<file path="src/rtl/excp_commit_ctrl_pkg.sv">
// Shared CSR definitions for the exception commit path: Ecode constants,
// commit-controller state encoding and the 82-bit csr_bus record layout.
package excp_commit_ctrl_pkg;

  localparam int CSR_BUS_WD = 82;

  // csr_bus bit offsets, MSB first
  localparam int BUS_IS_ETRN     = 81;
  localparam int BUS_IN_EXCP     = 80;
  localparam int BUS_ECODE_LSB   = 74;
  localparam int BUS_SUBCODE_LSB = 65;
  localparam int BUS_ERA_LSB     = 33;
  localparam int BUS_USE_BADV    = 32;
  localparam int BUS_BADV_LSB    = 0;

  localparam logic [5:0] ECODE_INT = 6'h00;
  localparam logic [5:0] ECODE_ADE = 6'h08;
  localparam logic [5:0] ECODE_ALE = 6'h09;
  localparam logic [5:0] ECODE_SYS = 6'h0B;
  localparam logic [5:0] ECODE_BRK = 6'h0C;
  localparam logic [5:0] ECODE_INE = 6'h0D;

  typedef enum logic [1:0] {
    ST_IDLE   = 2'd0,
    ST_DRAIN  = 2'd1,
    ST_COMMIT = 2'd2,
    ST_FLUSH  = 2'd3
  } excp_state_e;

  typedef struct packed {
    logic        is_etrn;
    logic        in_excp;
    logic [5:0]  ecode;
    logic [8:0]  subcode;
    logic [31:0] era;
    logic        use_badv;
    logic [31:0] badv;
  } csr_rec_t;

  // Even parity over a record, for consumers that protect the bus
  function automatic logic rec_parity(input csr_rec_t rec);
    return ^rec;
  endfunction

endpackage

</file>
<file path="src/rtl/excp_commit_ctrl.sv">
// Exception / interrupt / ERTN commit controller: latches the winning request,
// waits out in-flight CSR writes, presents the record for one cycle, then flushes.
module excp_commit_ctrl
  import excp_commit_ctrl_pkg::*;
#(
  parameter int unsigned FLUSH_CYCLES = 2,
  parameter logic [5:0]  ECODE_INT    = 6'h00
) (
  input  logic                  clk,
  input  logic                  rst_n,
  input  logic                  cm_valid,
  input  logic [31:0]           cm_pc,
  input  logic                  ex_valid,
  input  logic [5:0]            ex_ecode,
  input  logic [8:0]            ex_subcode,
  input  logic                  ex_use_badv,
  input  logic [31:0]           ex_badv,
  input  logic                  ertn_valid,
  input  logic                  have_intrpt,
  input  logic                  csr_wr_busy,
  output logic                  ex_ack,
  output logic [CSR_BUS_WD-1:0] csr_bus,
  output logic                  flush,
  output logic                  commit_stall
);

  localparam logic [3:0] FLUSH_LOAD = 4'(FLUSH_CYCLES);

  excp_state_e           state_r, state_nxt_s;
  logic [3:0]            cnt_r, cnt_nxt_s;
  csr_rec_t              rec_r, rec_nxt_s, fresh_rec_s;
  logic                  ack_src_r, ack_src_nxt_s, fresh_ack_s;
  logic                  event_s;
  logic [CSR_BUS_WD-1:0] csr_bus_r;
  logic                  ex_ack_r, flush_r, commit_stall_r;

  assign event_s = cm_valid & (have_intrpt | ex_valid | ertn_valid);

  // Build the candidate record by priority: interrupt > exception > ERTN
  always_comb begin
    fresh_rec_s = '0;
    fresh_ack_s = 1'b0;
    if (have_intrpt) begin
      fresh_rec_s.in_excp = 1'b1;
      fresh_rec_s.ecode   = ECODE_INT;
      fresh_rec_s.era     = cm_pc;
    end else if (ex_valid) begin
      fresh_rec_s.in_excp  = 1'b1;
      fresh_rec_s.ecode    = ex_ecode;
      fresh_rec_s.subcode  = ex_subcode;
      fresh_rec_s.era      = cm_pc;
      fresh_rec_s.use_badv = ex_use_badv;
      fresh_rec_s.badv     = ex_badv;
      fresh_ack_s          = 1'b1;
    end else if (ertn_valid) begin
      fresh_rec_s.is_etrn = 1'b1;
      fresh_ack_s         = 1'b1;
    end else begin
      fresh_rec_s = '0;
    end
  end

  // Next-state, flush counter and request latch
  always_comb begin
    state_nxt_s   = state_r;
    cnt_nxt_s     = cnt_r;
    rec_nxt_s     = rec_r;
    ack_src_nxt_s = ack_src_r;
    case (state_r)
      ST_IDLE: begin
        if (event_s) begin
          rec_nxt_s     = fresh_rec_s;
          ack_src_nxt_s = fresh_ack_s;
          state_nxt_s   = csr_wr_busy ? ST_DRAIN : ST_COMMIT;
        end else begin
          state_nxt_s = ST_IDLE;
        end
      end
      ST_DRAIN: begin
        if (csr_wr_busy) begin
          state_nxt_s = ST_DRAIN;
        end else begin
          state_nxt_s = ST_COMMIT;
        end
      end
      ST_COMMIT: begin
        state_nxt_s = ST_FLUSH;
        cnt_nxt_s   = FLUSH_LOAD;
      end
      ST_FLUSH: begin
        if (cnt_r <= 4'd1) begin
          state_nxt_s = ST_IDLE;
          cnt_nxt_s   = 4'd0;
        end else begin
          cnt_nxt_s = cnt_r - 4'd1;
        end
      end
      default: begin
        state_nxt_s = ST_IDLE;
        cnt_nxt_s   = 4'd0;
      end
    endcase
  end

  // State and output registers; outputs are pre-decoded from the next state
  always_ff @(posedge clk) begin
    if (!rst_n) begin
      state_r        <= ST_IDLE;
      cnt_r          <= 4'd0;
      rec_r          <= '0;
      ack_src_r      <= 1'b0;
      csr_bus_r      <= '0;
      ex_ack_r       <= 1'b0;
      flush_r        <= 1'b0;
      commit_stall_r <= 1'b0;
    end else begin
      state_r        <= state_nxt_s;
      cnt_r          <= cnt_nxt_s;
      rec_r          <= rec_nxt_s;
      ack_src_r      <= ack_src_nxt_s;
      csr_bus_r      <= (state_nxt_s == ST_COMMIT) ? CSR_BUS_WD'(rec_nxt_s) : '0;
      ex_ack_r       <= (state_nxt_s == ST_COMMIT) & ack_src_nxt_s;
      flush_r        <= (state_nxt_s == ST_FLUSH);
      commit_stall_r <= (state_nxt_s != ST_IDLE);
    end
  end

  assign csr_bus      = csr_bus_r;
  assign ex_ack       = ex_ack_r;
  assign flush        = flush_r;
  assign commit_stall = commit_stall_r;

endmodule

</file>
<file path="config.mk">
export PLATFORM = sky130hd
export DESIGN_NAME = excp_commit_ctrl
export DESIGN_NICKNAME = d
export VERILOG_FILES = /design/src/rtl/excp_commit_ctrl_pkg.sv /design/src/rtl/excp_commit_ctrl.sv
export SDC_FILE = /design/constraint.sdc
export NUM_CORES = 1
export LEC_CHECK = 0
export ABC_AREA = 1
export BUFFER_PORTS_ARGS = -buffer_cell sky130_fd_sc_hd__buf_2
export CAP_MARGIN = 20
export CORE_UTILIZATION = 45
export CTS_CLUSTER_DIAMETER = 30
export CTS_CLUSTER_SIZE = 24
export DETAILED_ROUTE_END_ITERATION = 7
export GPL_TIMING_DRIVEN = 0
export PLACE_DENSITY = 0.71
export SLEW_MARGIN = 20
export SYNTH_ARGS = -nofsm -noshare
export SYNTH_HDL_FRONTEND = slang
export SYNTH_SLANG_ARGS = --single-unit
export TNS_END_PERCENT = 1
</file>
<file path="constraint.sdc">
create_clock -name clk -period 3.7 [get_ports clk]
set_input_delay 0.185 -clock clk [delete_from_list [all_inputs] [get_ports clk]]
set_output_delay 0.185 -clock clk [all_outputs]
set_load 0.005 [all_outputs]
</file>
==> impl.org <==
** Worst setup path
- CP Launch Type :: flop
- The worst setup path is captured at a flop.
- The critical path contains buffers and inverters numbering 2 combined.
- By startpoint and endpoint, the worst setup path is classified as flop to flop.
- The critical path starts at state_r[1]$_SDFF_PN0_.
- For this run, the slowest stage of the critical path takes 0.36 ns.
- Data required time at the worst endpoint :: 4.06 ns
- Delay-heaviest family, CP :: simple AND/OR/NAND/NOR gates
- CP max stage cell :: dfxtp_1
- By instance count, the cell type seen most on the critical path is nand2_4.
- In this run the worst path has a maximum fanout of 10.
- Arrival time at the worst endpoint :: 1.97 ns
- Worst-path cell chain :: inv_2 -> nand2_4 -> nor2_8 -> nand2_4 -> o21ai_2 -> nand3_1 -> buf_2 -> nor2_1
- Reg2reg start :: state_r[1]$_SDFF_PN0_

** Timing
- Clock skew on the completed layout was measured at 0.006852 ns.
- The worst path needs 1.610 ns of the cycle, external delays included.
- In the finished design, the share of the clock period the worst path needs comes to 43.51%.
- The number of pins exceeding their max-slew limit in the final report is 0.
- Headroom to the max-slew limit came out at 64.20%.
- Unrepaired setup endpoints after global routing :: no
- Final TNS setup :: 0 ns
- Setup-violating endpoint count in the final report :: 0
- Highest achievable clock rate :: 621.2 MHz
- Final-report hold violation count :: 0
- At the pin with the least slew margin, the transition time is 0.5369 ns.

** Place
- Detailed Place HPWL :: 9445 um
- In this run, placement finished with an instance count of 1133.
- During placement, the flow inserted port buffers numbering 171.
- At the end of routability-driven placement, the weighted congestion stood at 0.8206.

** Routing
- In this run the remaining antenna-violating nets after routing total 0.
- Starting DRC count in detailed routing :: 201
- Dividing the detail-routed wire length by the instance count gives 11.56 um.
- Before antenna repair, the detailed router went through 6 iterations.
- In the routed layout, each cell is associated on average with a via count of 4.374.
- Remaining DRCs :: 0
- The final layout contains routed wiring with a total length of 13470 um.
- Number of vias in the routed layout :: 5096

** Layout
- Core Util, Final :: 58.64%
- Relative to the synthesized area, the layout overhead comes to 27.33%.
- Leaving out fill and tap cells, the most frequent cells in the layout are 243 x nand2_1, 187 x buf_2, 174 x dfxtp_1, 141 x nor2_1, 110 x inv_1.
- Fraction of layout instances using a drive strength above 1 :: 25.48%
- Number of fill cells :: 1261
- The number of antenna diodes in the final layout is 0.
- Number of non-filler instances in the completed layout :: 1165
- After the last flow step, the layout net total stands at 1065.
- Leaving out fill and tap cells, the most frequent cell in the layout is nand2_1.

** Die
- The core region is 13240 um^2.
- Number of placement rows :: 42
- Boundary pin count :: 172
- Once the floorplan was initialized, standard cells occupied 46.05% of the core.
- The floorplan step set the die width to 118.4 um.
- Die Area :: 14020 um^2
- Die Y :: 118.4 um

** Synthesis
- Fraction of the yosys area taken by sequential cells :: 57.12%
- Multiplexer area fraction after synthesis :: 0%
- Cells after synthesis :: 786
- Area of the mapped netlist :: 6098 um^2
- Share of synthesized cell area in full adder, half adder and majority cells :: 0.4103%
- In this run, distinct cell masters in the synthesized netlist total 24.
- The synthesized netlist devotes 0.1436% of its cell area to XOR and XNOR gates.
- Synthesized flop and latch total :: 174
- After synthesis, the mean cell area works out to 7.759 um^2.
- During synthesis, Yosys emitted a total of 0 warnings.
- After synthesis, the largest family of logic cells by area is simple AND/OR/NAND/NOR gates.
- Post-synthesis compound-gate area fraction :: 2.729%
- When the netlist entered floorplanning its net count stood at 875.
- After Yosys synthesis, and, or, nand and nor cells account for 28.31% of the synthesized area.

** Clocking
- CTS saw 174 sinks.
- Count of hold-fix buffers inserted at cts :: 0
- TritonCTS clock tree :: done
- Maximum root-to-sink buffer count :: 2
- After clock tree synthesis, the clock-pin slew on the worst setup and hold paths is 0.06 ns.
- Total setup buffers inserted after CTS :: 0
- The tree is rooted in a clkbuf_16.
- Post-CTS sizing :: 0
- For the worst-skew pair, the clock arrives at the later sink with an insertion delay of 0.43 ns.
- CTS built an H-tree with a depth of 4.
- Buffers inserted during clock tree synthesis total 17.

** Global routing
- Overall overflow remaining after global route :: 0
- Global-route wire length before repair :: 22630 um
- GRT Util Overall :: 20.66%
- The initial antenna violation count was 0.
- The via count of the first global-routing pass was 4806.
- Entering global routing, the biggest net connects 17 pins.

** Power
- VDD sags by at most 0.0003111 V.
- Power spread over the standard cell area amounts to 570.2 nW/um^2.
- Leak pwr :: 4.160 nW

** Outcome
- Outcome :: complete, no violations

** Min path
- The worst hold path begins at cm_pc[12].
- Min-Delay Path Class :: input pin to flop

** Job
- Reported max-cap violation count :: 0
-- kinds of logic after synthesis --
group                    count (synthesis)
XOR/XNOR                                 1
flip-flops                             174
AO/OA/AOI/OAI                           24
AND/OR/NAND/NOR                        432
buffers and inverters                  153
adder cells (fa/ha/maj)                  2
-- layout make-up --
cell class                      instances  area, um^2  area share, %
Buffer                                 39       260.3          3.352
Clock buffer                           21       450.4          5.801
Clock inverter                         11       140.1          1.805
Inverter                              114       427.9          5.511
Multi-Input combinational cell        459        1927          24.81
Sequential cell                       174        3483          44.86
Tap cell                              176       220.2          2.836
Timing Repair Buffer                  171       855.8          11.02
-- flip-flops by register name, indices dropped and copies added (netlist names) --
signal and flops:
ack_src_r 1, cnt_r 4, commit_stall 1, csr_bus 82, ex_ack 1, flush 1
rec_r 82, state_r 2
-- per-layer routing --
layer / vias up / GRT usage, % / part of all wire (%)
met1: 2244 / 25.12 / 46
met4: 0 / 7.358 / 0.97
met2: 157 / 33.35 / 46
met3: 14 / 7.819 / 7.6
met5: - / 0 / 0
li1: 2681 / - / -
-- power breakdown --
part	switching [mW]	internal [mW]
registers	0.0383	2.01
clock network	0.702	1.08
logic	0.371	0.234
total	1.11	3.32
-- synth_stat cells --
| cell type | number | area, um^2 |
|---|---|---|
| nand2_1 | 243 | 912.1 |
| ha_1 | 2 | 25.02 |
| nor2_1 | 141 | 529.3 |
| nor3_4 | 1 | 16.27 |
| buf_4 | 3 | 22.52 |
| nand3b_1 | 1 | 7.510 |
| nor2_2 | 1 | 6.260 |
| buf_6 | 11 | 123.9 |
| o21ai_2 | 11 | 96.34 |
| buf_2 | 16 | 80.08 |
| dfxtp_1 | 174 | 3483 |
| inv_1 | 110 | 412.9 |
| nand3_1 | 40 | 200.2 |
| o21a_1 | 1 | 7.510 |
| inv_2 | 4 | 15.01 |
| clkbuf_1 | 9 | 33.78 |
| nand2_4 | 2 | 22.52 |
| o21ai_1 | 7 | 35.03 |
| nand2_2 | 2 | 12.51 |
| o21ai_0 | 2 | 10.01 |
| o21bai_1 | 1 | 7.510 |
| xor2_1 | 1 | 8.760 |
| a21oi_1 | 2 | 10.01 |
| nor2_8 | 1 | 20.02 |
-- path summary, 6_finish.rpt --
path / to / slack, ns / depth (start not counted)
worst max-delay path: csr_bus[78]$_SDFF_PN0_ / 2.09 / 8
worst min-delay path: rec_r[45]$_SDFF_PN0_ / 0.06 / 5
worst max register to register: csr_bus[78]$_SDFF_PN0_ / 2.09 / 8
worst min register to register: rec_r[69]$_SDFF_PN0_ / 0.49 / 2
-- stage by stage --
| step | power (mW) | area [um^2] | worst slack, ns | hold WS [ns] |
|---|---|---|---|---|
| 2_1_floorplan | 2.501 | 6098 | 2.384 | 0.3402 |
| 6_report | 4.427 | 7765 | 2.090 | 0.06330 |
| 5_1_grt | 4.660 | 7765 | 1.945 | 0.07264 |
| 4_1_cts | 4.475 | 7765 | 2.046 | 0.04173 |
| 3_3_place_gp | 2.679 | 7174 | 2.075 | 0.4708 |
| 3_5_place_dp | 2.691 | 7174 | 2.057 | 0.4801 |
-- worst register-to-register path, stage by stage (launching register included) --
cell and delay (ns):
dfxtp_1 0.36, inv_2 0.16, nand2_4 0.10, nor2_8 0.14, nand2_4 0.08, o21ai_2 0.07, nand3_1 0.24, buf_2 0.29
nor2_1 0.12
(Power assumes the default switching activity.)
